===== config.mk =====
export PLATFORM = sky130hd
export DESIGN_NAME = demux_stream_ctrl
export DESIGN_NICKNAME = d
export VERILOG_FILES = /design/src/rtl/demux_ctrl_pkg.sv /design/src/rtl/demux_sat_counter.sv /design/src/rtl/demux_stream_ctrl.sv
export SDC_FILE = /design/constraint.sdc
export NUM_CORES = 1
export LEC_CHECK = 0
export ABC_AREA = 1
export BUFFER_PORTS_ARGS = -buffer_cell sky130_fd_sc_hd__buf_4
export CAP_MARGIN = 20
export CORE_UTILIZATION = 50
export CTS_CLUSTER_SIZE = 12
export DETAILED_ROUTE_END_ITERATION = 7
export GPL_TIMING_DRIVEN = 0
export MAX_ROUTING_LAYER = met4
export PLACE_DENSITY = 0.77
export SLEW_MARGIN = 20
export SYNTH_ARGS = -nofsm -noshare
export SYNTH_HDL_FRONTEND = slang
export SYNTH_SLANG_ARGS = --single-unit

===== constraint.sdc =====
create_clock -name clk -period 1.64 [get_ports clk]
set_clock_uncertainty 0.05 [all_clocks]
set_input_delay 0.164 -clock clk [delete_from_list [all_inputs] [get_ports clk]]
set_output_delay 0.164 -clock clk [all_outputs]
set_load 0.03 [all_outputs]

===== src/rtl/demux_ctrl_pkg.sv =====
// Shared types and helpers for the 1-to-4 stream demux controller.
package demux_ctrl_pkg;

  localparam int NUM_DEST = 4;
  localparam int SEL_W    = 2;

  typedef enum logic {
    IDLE = 1'b0,
    HOLD = 1'b1
  } state_t;

  function automatic logic [NUM_DEST-1:0] onehot4(input logic [SEL_W-1:0] sel);
    return NUM_DEST'(1) << sel;
  endfunction

endpackage


===== src/rtl/demux_sat_counter.sv =====
// Event counter that either wraps or saturates at all-ones, selected by sat_en.
module demux_sat_counter #(
  parameter int W = 8
) (
  input  logic         clk,
  input  logic         rst_n,
  input  logic         inc,
  input  logic         sat_en,
  output logic [W-1:0] count
);

  always_ff @(posedge clk or negedge rst_n) begin
    if (!rst_n) begin
      count <= '0;
    end else if (inc && !(sat_en && (count == '1))) begin
      count <= count + 1'b1;
    end
  end

endmodule


===== src/rtl/demux_stream_ctrl.sv =====
// Valid/ready controller holding one beat and presenting it to one of four
// destinations; beats for disabled destinations are dropped and counted.
module demux_stream_ctrl
  import demux_ctrl_pkg::*;
#(
  parameter int DW   = 8,
  parameter int CNTW = 8
) (
  input  logic                   clk,
  input  logic                   rst_n,
  input  logic                   in_valid,
  output logic                   in_ready,
  input  logic [DW-1:0]          in_data,
  input  logic [SEL_W-1:0]       in_sel,
  input  logic [NUM_DEST-1:0]    en_mask,
  output logic [NUM_DEST-1:0]    out_valid,
  input  logic [NUM_DEST-1:0]    out_ready,
  output logic [DW-1:0]          out_data,
  output logic                   busy,
  output logic                   drop_pulse,
  output logic [NUM_DEST*CNTW-1:0] xfer_cnt,
  output logic [CNTW-1:0]        drop_cnt
);

  state_t           state_q, state_d;
  logic [DW-1:0]    data_q;
  logic [SEL_W-1:0] sel_q;
  logic             accept;
  logic             load;
  logic             drop;
  logic             xfer;

  always_ff @(posedge clk or negedge rst_n) begin
    if (!rst_n) begin
      state_q    <= IDLE;
      data_q     <= '0;
      sel_q      <= '0;
      drop_pulse <= 1'b0;
    end else begin
      state_q    <= state_d;
      drop_pulse <= drop;
      if (load) begin
        data_q <= in_data;
        sel_q  <= in_sel;
      end
    end
  end

  // A completing transfer frees the slot in the same cycle, so a new beat
  // may load (or be dropped) on the very edge the held one leaves.
  always_comb begin
    state_d   = state_q;
    out_valid = '0;
    out_data  = '0;
    busy      = 1'b0;
    xfer      = 1'b0;
    in_ready  = (state_q == IDLE) || out_ready[sel_q];
    accept    = in_valid && in_ready;
    load      = accept && en_mask[in_sel];
    drop      = accept && !en_mask[in_sel];

    if (state_q == HOLD) begin
      out_valid = onehot4(sel_q);
      out_data  = data_q;
      busy      = 1'b1;
      xfer      = out_ready[sel_q];
      if (xfer) state_d = IDLE;
    end
    if (load) state_d = HOLD;
  end

  demux_sat_counter #(.W(CNTW)) u_drop_cnt (
    .clk    (clk),
    .rst_n  (rst_n),
    .inc    (drop),
    .sat_en (1'b1),
    .count  (drop_cnt)
  );

  for (genvar i = 0; i < NUM_DEST; i++) begin : g_xfer
    demux_sat_counter #(.W(CNTW)) u_xfer_cnt (
      .clk    (clk),
      .rst_n  (rst_n),
      .inc    (xfer && (sel_q == SEL_W'(i))),
      .sat_en (1'b0),
      .count  (xfer_cnt[i*CNTW +: CNTW])
    );
  end

endmodule


---- Word level (Yosys, flattened, before mapping) ----
Cells that the tools add are included.
operators by class
  add/subtract/negate cells ............... 5
  order comparisons ....................... 2
  equality and inequality tests ........... 4
  shift operators ......................... 1
  mux-type cells .......................... 11
  bitwise gates (word level) .............. 1
  reduce and logical (&&, ||, !) cells .... 12
operators by type and width
  kind                   count
  $add A8 B1 Y8 const B  5
  $eq A8 B8 Y1 const B   1
  $logic_and A1 B1 Y1    8
  $mux W8                1
  $mux W1                7
  $lt A2 B3 Y1 const B   2
  $bmux W1 S2            2
  $eq A2 B2 Y1 const B   2
  $mux W4                1
  $shl A1 B2 Y4 const A  1
  $eq A2 B1 Y1 const B   1
  $logic_not A1 Y1       2
  $logic_not A2 Y1       1
  $logic_or A1 B1 Y1     1
  $not A1 Y1             1
storage, ports and cells
  flip-flop bits (word level) ............. 52
  bits of input ports ..................... 21
  output and inout port bits .............. 55
  logic and storage cells ................. 45

---- Depth between registers and ports, before layout ----
  word-level depth ........................ 6
  mapped depth ............................ 10

---- Cells and area by module ----
A second synthesis with hierarchy kept.
unflattened totals
  cells, all modules ...................... 476
  area, all modules ....................... 3,279.4 um^2
by module, submodules not included
  module             instances  cells an instance  area each (um^2)  sequential area each (um^2)
  demux_sat_counter  5          74                 509.2             200.2
  demux_stream_ctrl  1          106                733.2             300.3

---- Least setup slack after synthesis ----
OpenSTA, ideal clock, no wires.
  path kind ............................... reg2reg
  from .................................... register state_q
  to ...................................... register g_xfer[0].u_xfer_cnt.count[3]
  setup time .............................. 134 ps
  data arrival time ....................... 2,054 ps
  required time ........................... 1,456 ps
  slack ................................... -598 ps
  stages on the path, launching flop included .. 8
  buffers on the path ..................... 1
  period minus slack after synthesis ...... 2,238 ps
  cells stage by stage .................... dfrtp_1 -> buf_4 -> inv_2 -> nor3_1 -> nand2_2 -> inv_2 -> nand2_1 -> xnor2_1
between the ends
  word-level cells in the longest chain between the ends .. 2
RTL lines
  what                      RTL line                 RTL
  start: declaration        demux_stream_ctrl.sv:25  state_t state_q, state_d;
  start signal: assignment  demux_stream_ctrl.sv:40  state_q <= state_d;
  $mux W1                   demux_stream_ctrl.sv:62  if (state_q == HOLD) begin
  $logic_and A1 B1 Y1       demux_stream_ctrl.sv:84  .inc (xfer && (sel_q == SEL_W'(i))),
  end signal: assignment    demux_sat_counter.sv:16  count <= count + 1'b1;
  end: declaration          demux_sat_counter.sv:9   output logic [W-1:0] count
Every way passes these cells.
A chain may end at the register's enable or synchronous reset.

---- Final worst setup path ----
  from .................................... register sel_q[0]
  to ...................................... output port out_valid[3]
between the ends
  word-level cells in the longest chain between the ends .. 2
RTL lines
  what                      RTL line                 RTL
  start: declaration        demux_stream_ctrl.sv:27  logic [SEL_W-1:0] sel_q;
  start signal: assignment  demux_stream_ctrl.sv:44  sel_q <= in_sel;
  $shl A1 B2 Y4             demux_ctrl_pkg.sv:13     return NUM_DEST'(1) << sel;
  $mux W4                   demux_stream_ctrl.sv:62
  end: declaration          demux_stream_ctrl.sv:16  output logic [NUM_DEST-1:0] out_valid,
Every way passes these cells.

==> impl_metrics.yaml <==
status:
  status: "completed"
place:
  port_buffers: 75
  dp_hpwl_mm: 3.83
  dpl-instance-area_sq_um: 3320
  place_congestion: 0.813
floorplanning:
  boundaryPins: 76
  placementRows: 26
  die_y_um: 74.4
  die-width_um: 74.4
  start_util: 0.517
  core_area_sq_um: 5070
  fp.dieArea_sq_um: 5540
global_route:
  grt_use_total: 0.198
  grt_pass1_vias: 1855
  grt_max_degree: 53
  grt_pass1_wl_mm: 8.05
  grt-ovfl-total: 0
  antenna_found_initial: 0
setup_path:
  crit_path_end_kind: "output port"
  startpoint_type: "flop"
  cpMostUsedCell: "buf_4"
  slowest_delay_ns: 0.44
  critPathBufInv: 3
  crit_family: "flip-flops"
  cp.arrival_ns: 1.33
  crit_chain: "inv_4, buf_4, nor3_4, buf_4"
  cpMaxStageDelayCell: "dfrtp_2"
  worstSetupPathType: "flop to output port"
  cp_max_fo: 6
  cp.required_ns: 1.43
timing:
  fin_tns_setup_ns: 0
  final_hold_viol_count: 0
  slew_violations: 0
  fin_crit_sh: 0.939
  fmax_ghz: 0.649
  relSlewSlack: 0.569
  whs_ns: 0.0456
  period_minus_slack_ns: 1.54
  setup_viol: 0
  worst_pin_slew_ns: 0.646
cts:
  cts.clk_slew.worst_paths_ns: 0.08
  cts-htree-levels: 2
  clockBufferDepth: 2
  clock-sinks: 52
  numCtsBuffers: 5
  clk_latency_ns: 0.30
  cts_root_buf: "clkbuf_8"
  cts_tree: "built"
layout:
  layout_common_cells: "nand2_1 (122), buf_4 (80), dfrtp_1 (49)"
  areaGrowthSynthToFinish_pct: 32.7
  layout_commonest_cell: "nand2_1"
  post-route-cell-area_sq_um: 3480
  drive_gt1_frac: 0.274
  num_antenna_cells: 0
  layout.nets: 434
synthesis:
  synth_xor_area_frac: 0.100
  synth_top_family_by_area: "simple AND/OR/NAND/NOR gates"
  netlist_area_sq_um: 2620
  synth_cell_types: 21
  yosysSeqAreaShare: 0.496
  synth_compound_area_frac: 0.0315
  synthMuxAreaShare: 0
  avgSynthCellArea_sq_um: 8.20
  synthAdderAreaFrac: 0.0238
  yosysWarnings: 0
  yosys_register_bits: 52
  synth_cells: 320
  synthSimpleGateAreaFrac: 0.277
  syn_nets: 346
run:
  drv_cap: 0
drt:
  drc_errors: 0
  avgRoutedWirePerCell_um: 10.7
  drt_pass1_iterations: 4
  ant_nets: 0
  drt_iter0_drc: 69
  totalWireLength_mm: 5.11
  routed_via_density: 4.67
  route.vias.total: 2238
power:
  p_sw_uw: 2490
  peakVddDrop_uv: 1040
  p_clk_frac: 0.132
  p_total_uw: 5550
  swShare: 0.449
  power.density_nw_per_um2: 1590
  comb_power_share: 0.496
  p_seq_frac: 0.373
  total_leakage_power_uw: 0.00197
  intPower_uw: 3060
min_path:
  worstHoldPathType: "primary input to flop"
## worst paths after layout
kind / start / to / slack [ns] / depth (start not counted)
max in group asynchronous: rst_n / sel_q[1] / 0.69 / 2
min in group asynchronous: rst_n / g_xfer[0].u_xfer_cnt.count[2] / 0.37 / 2
setup / recovery: sel_q[0] / out_valid[3] / 0.10 / 4
hold reg to reg: data_q[4] / data_q[4] / 0.45 / 2
hold / removal: in_data[4] / data_q[4] / 0.05 / 3
setup reg to reg: sel_q[0] / g_xfer[1].u_xfer_cnt.count[5] / 0.13 / 10
## timing repair
| action | in CTS | in global routing |
|---|---|---|
| setup endpoints to repair | 24 | 24 |
| gates resized for setup | 2 | 8 |
| buffers inserted | 2 | 3 |
| pin swaps | 0 | 1 |
| endpoints found under the hold margin | 52 | 0 |
| hold buffers | 1 | 0 |
## layer usage
metal  global-route usage  vias to the layer above  share of wire
li1                     -                     1158              -
met1                0.257                     1016           0.45
met2                0.302                       60           0.48
met3               0.0542                        4          0.061
met4               0.0566                        0         0.0080
met5                    -                        -              0
## power by group through the flow
stage / clock (uW) / combinational [uW] / sequential (uW)
floorplan: 0 / 1260 / 2560
global placement: 0 / 2590 / 2080
detailed placement: 0 / 2640 / 2100
CTS: 757 / 2690 / 2070
global route: 806 / 3010 / 2140
finish: 730 / 2750 / 2070
## area by class of cell
cell class | instances | area [sq um]
multi-input cells | 220 | 1180
fillers | 457 | 1590
flip-flops and latches | 52 | 1310
repair buffers | 81 | 614
well taps | 70 | 87.6
clock buffers | 8 | 90.1
plain buffers | 3 | 26.3
inverters | 45 | 174
## flip-flops by register name, indices dropped and copies added, names as in the netlist
register / flops
g_xfer.u_xfer_cnt.count: 32
u_drop_cnt.count: 8
data_q: 8
state_q: 1
sel_q: 2
drop_pulse: 1
## Yosys cell counts
cell type  instances  area share
nand3_1            7       0.013
nand3_2            1      0.0038
buf_4              2      0.0057
nand2_1          123        0.18
inv_2              5      0.0072
dfrtp_1           52        0.50
nand4_1            7       0.017
a21boi_0           1      0.0029
nor3_2             3       0.011
inv_1             40       0.057
xor2_1            18       0.060
o21ai_1            8       0.015
nand3b_1           3      0.0086
buf_2              1      0.0019
ha_1               5       0.024
nand2_2            4      0.0095
xnor2_1           12       0.040
o21ai_0            7       0.013
nor3_1             9       0.017
nor2_2             3      0.0072
nor2_1             9       0.013
## worst min-delay path: cells and delay by family
family          cells  cell delay (ns)
compound gates      1             0.05
buf+inv             2             0.14
## logic make-up after synthesis
group | Yosys count
AO/OA/AOI/OAI | 16
XOR/XNOR | 30
adder cells (fa/ha/maj) | 5
buffers and inverters | 48
flip-flops | 52
AND/OR/NAND/NOR | 169
## metrics by stage
step | cells | worst slack, ns | utilization
after floorplan | 320 | -0.00806 | -
after global placement | 465 | -0.00539 | 0.654
after detailed placement | 465 | -0.0289 | 0.654
after CTS | 476 | 0.0141 | 0.677
after global routing | 479 | -0.00210 | 0.686
final | 479 | 0.100 | 0.686
Note: power is estimated with default switching activity, not from simulation.
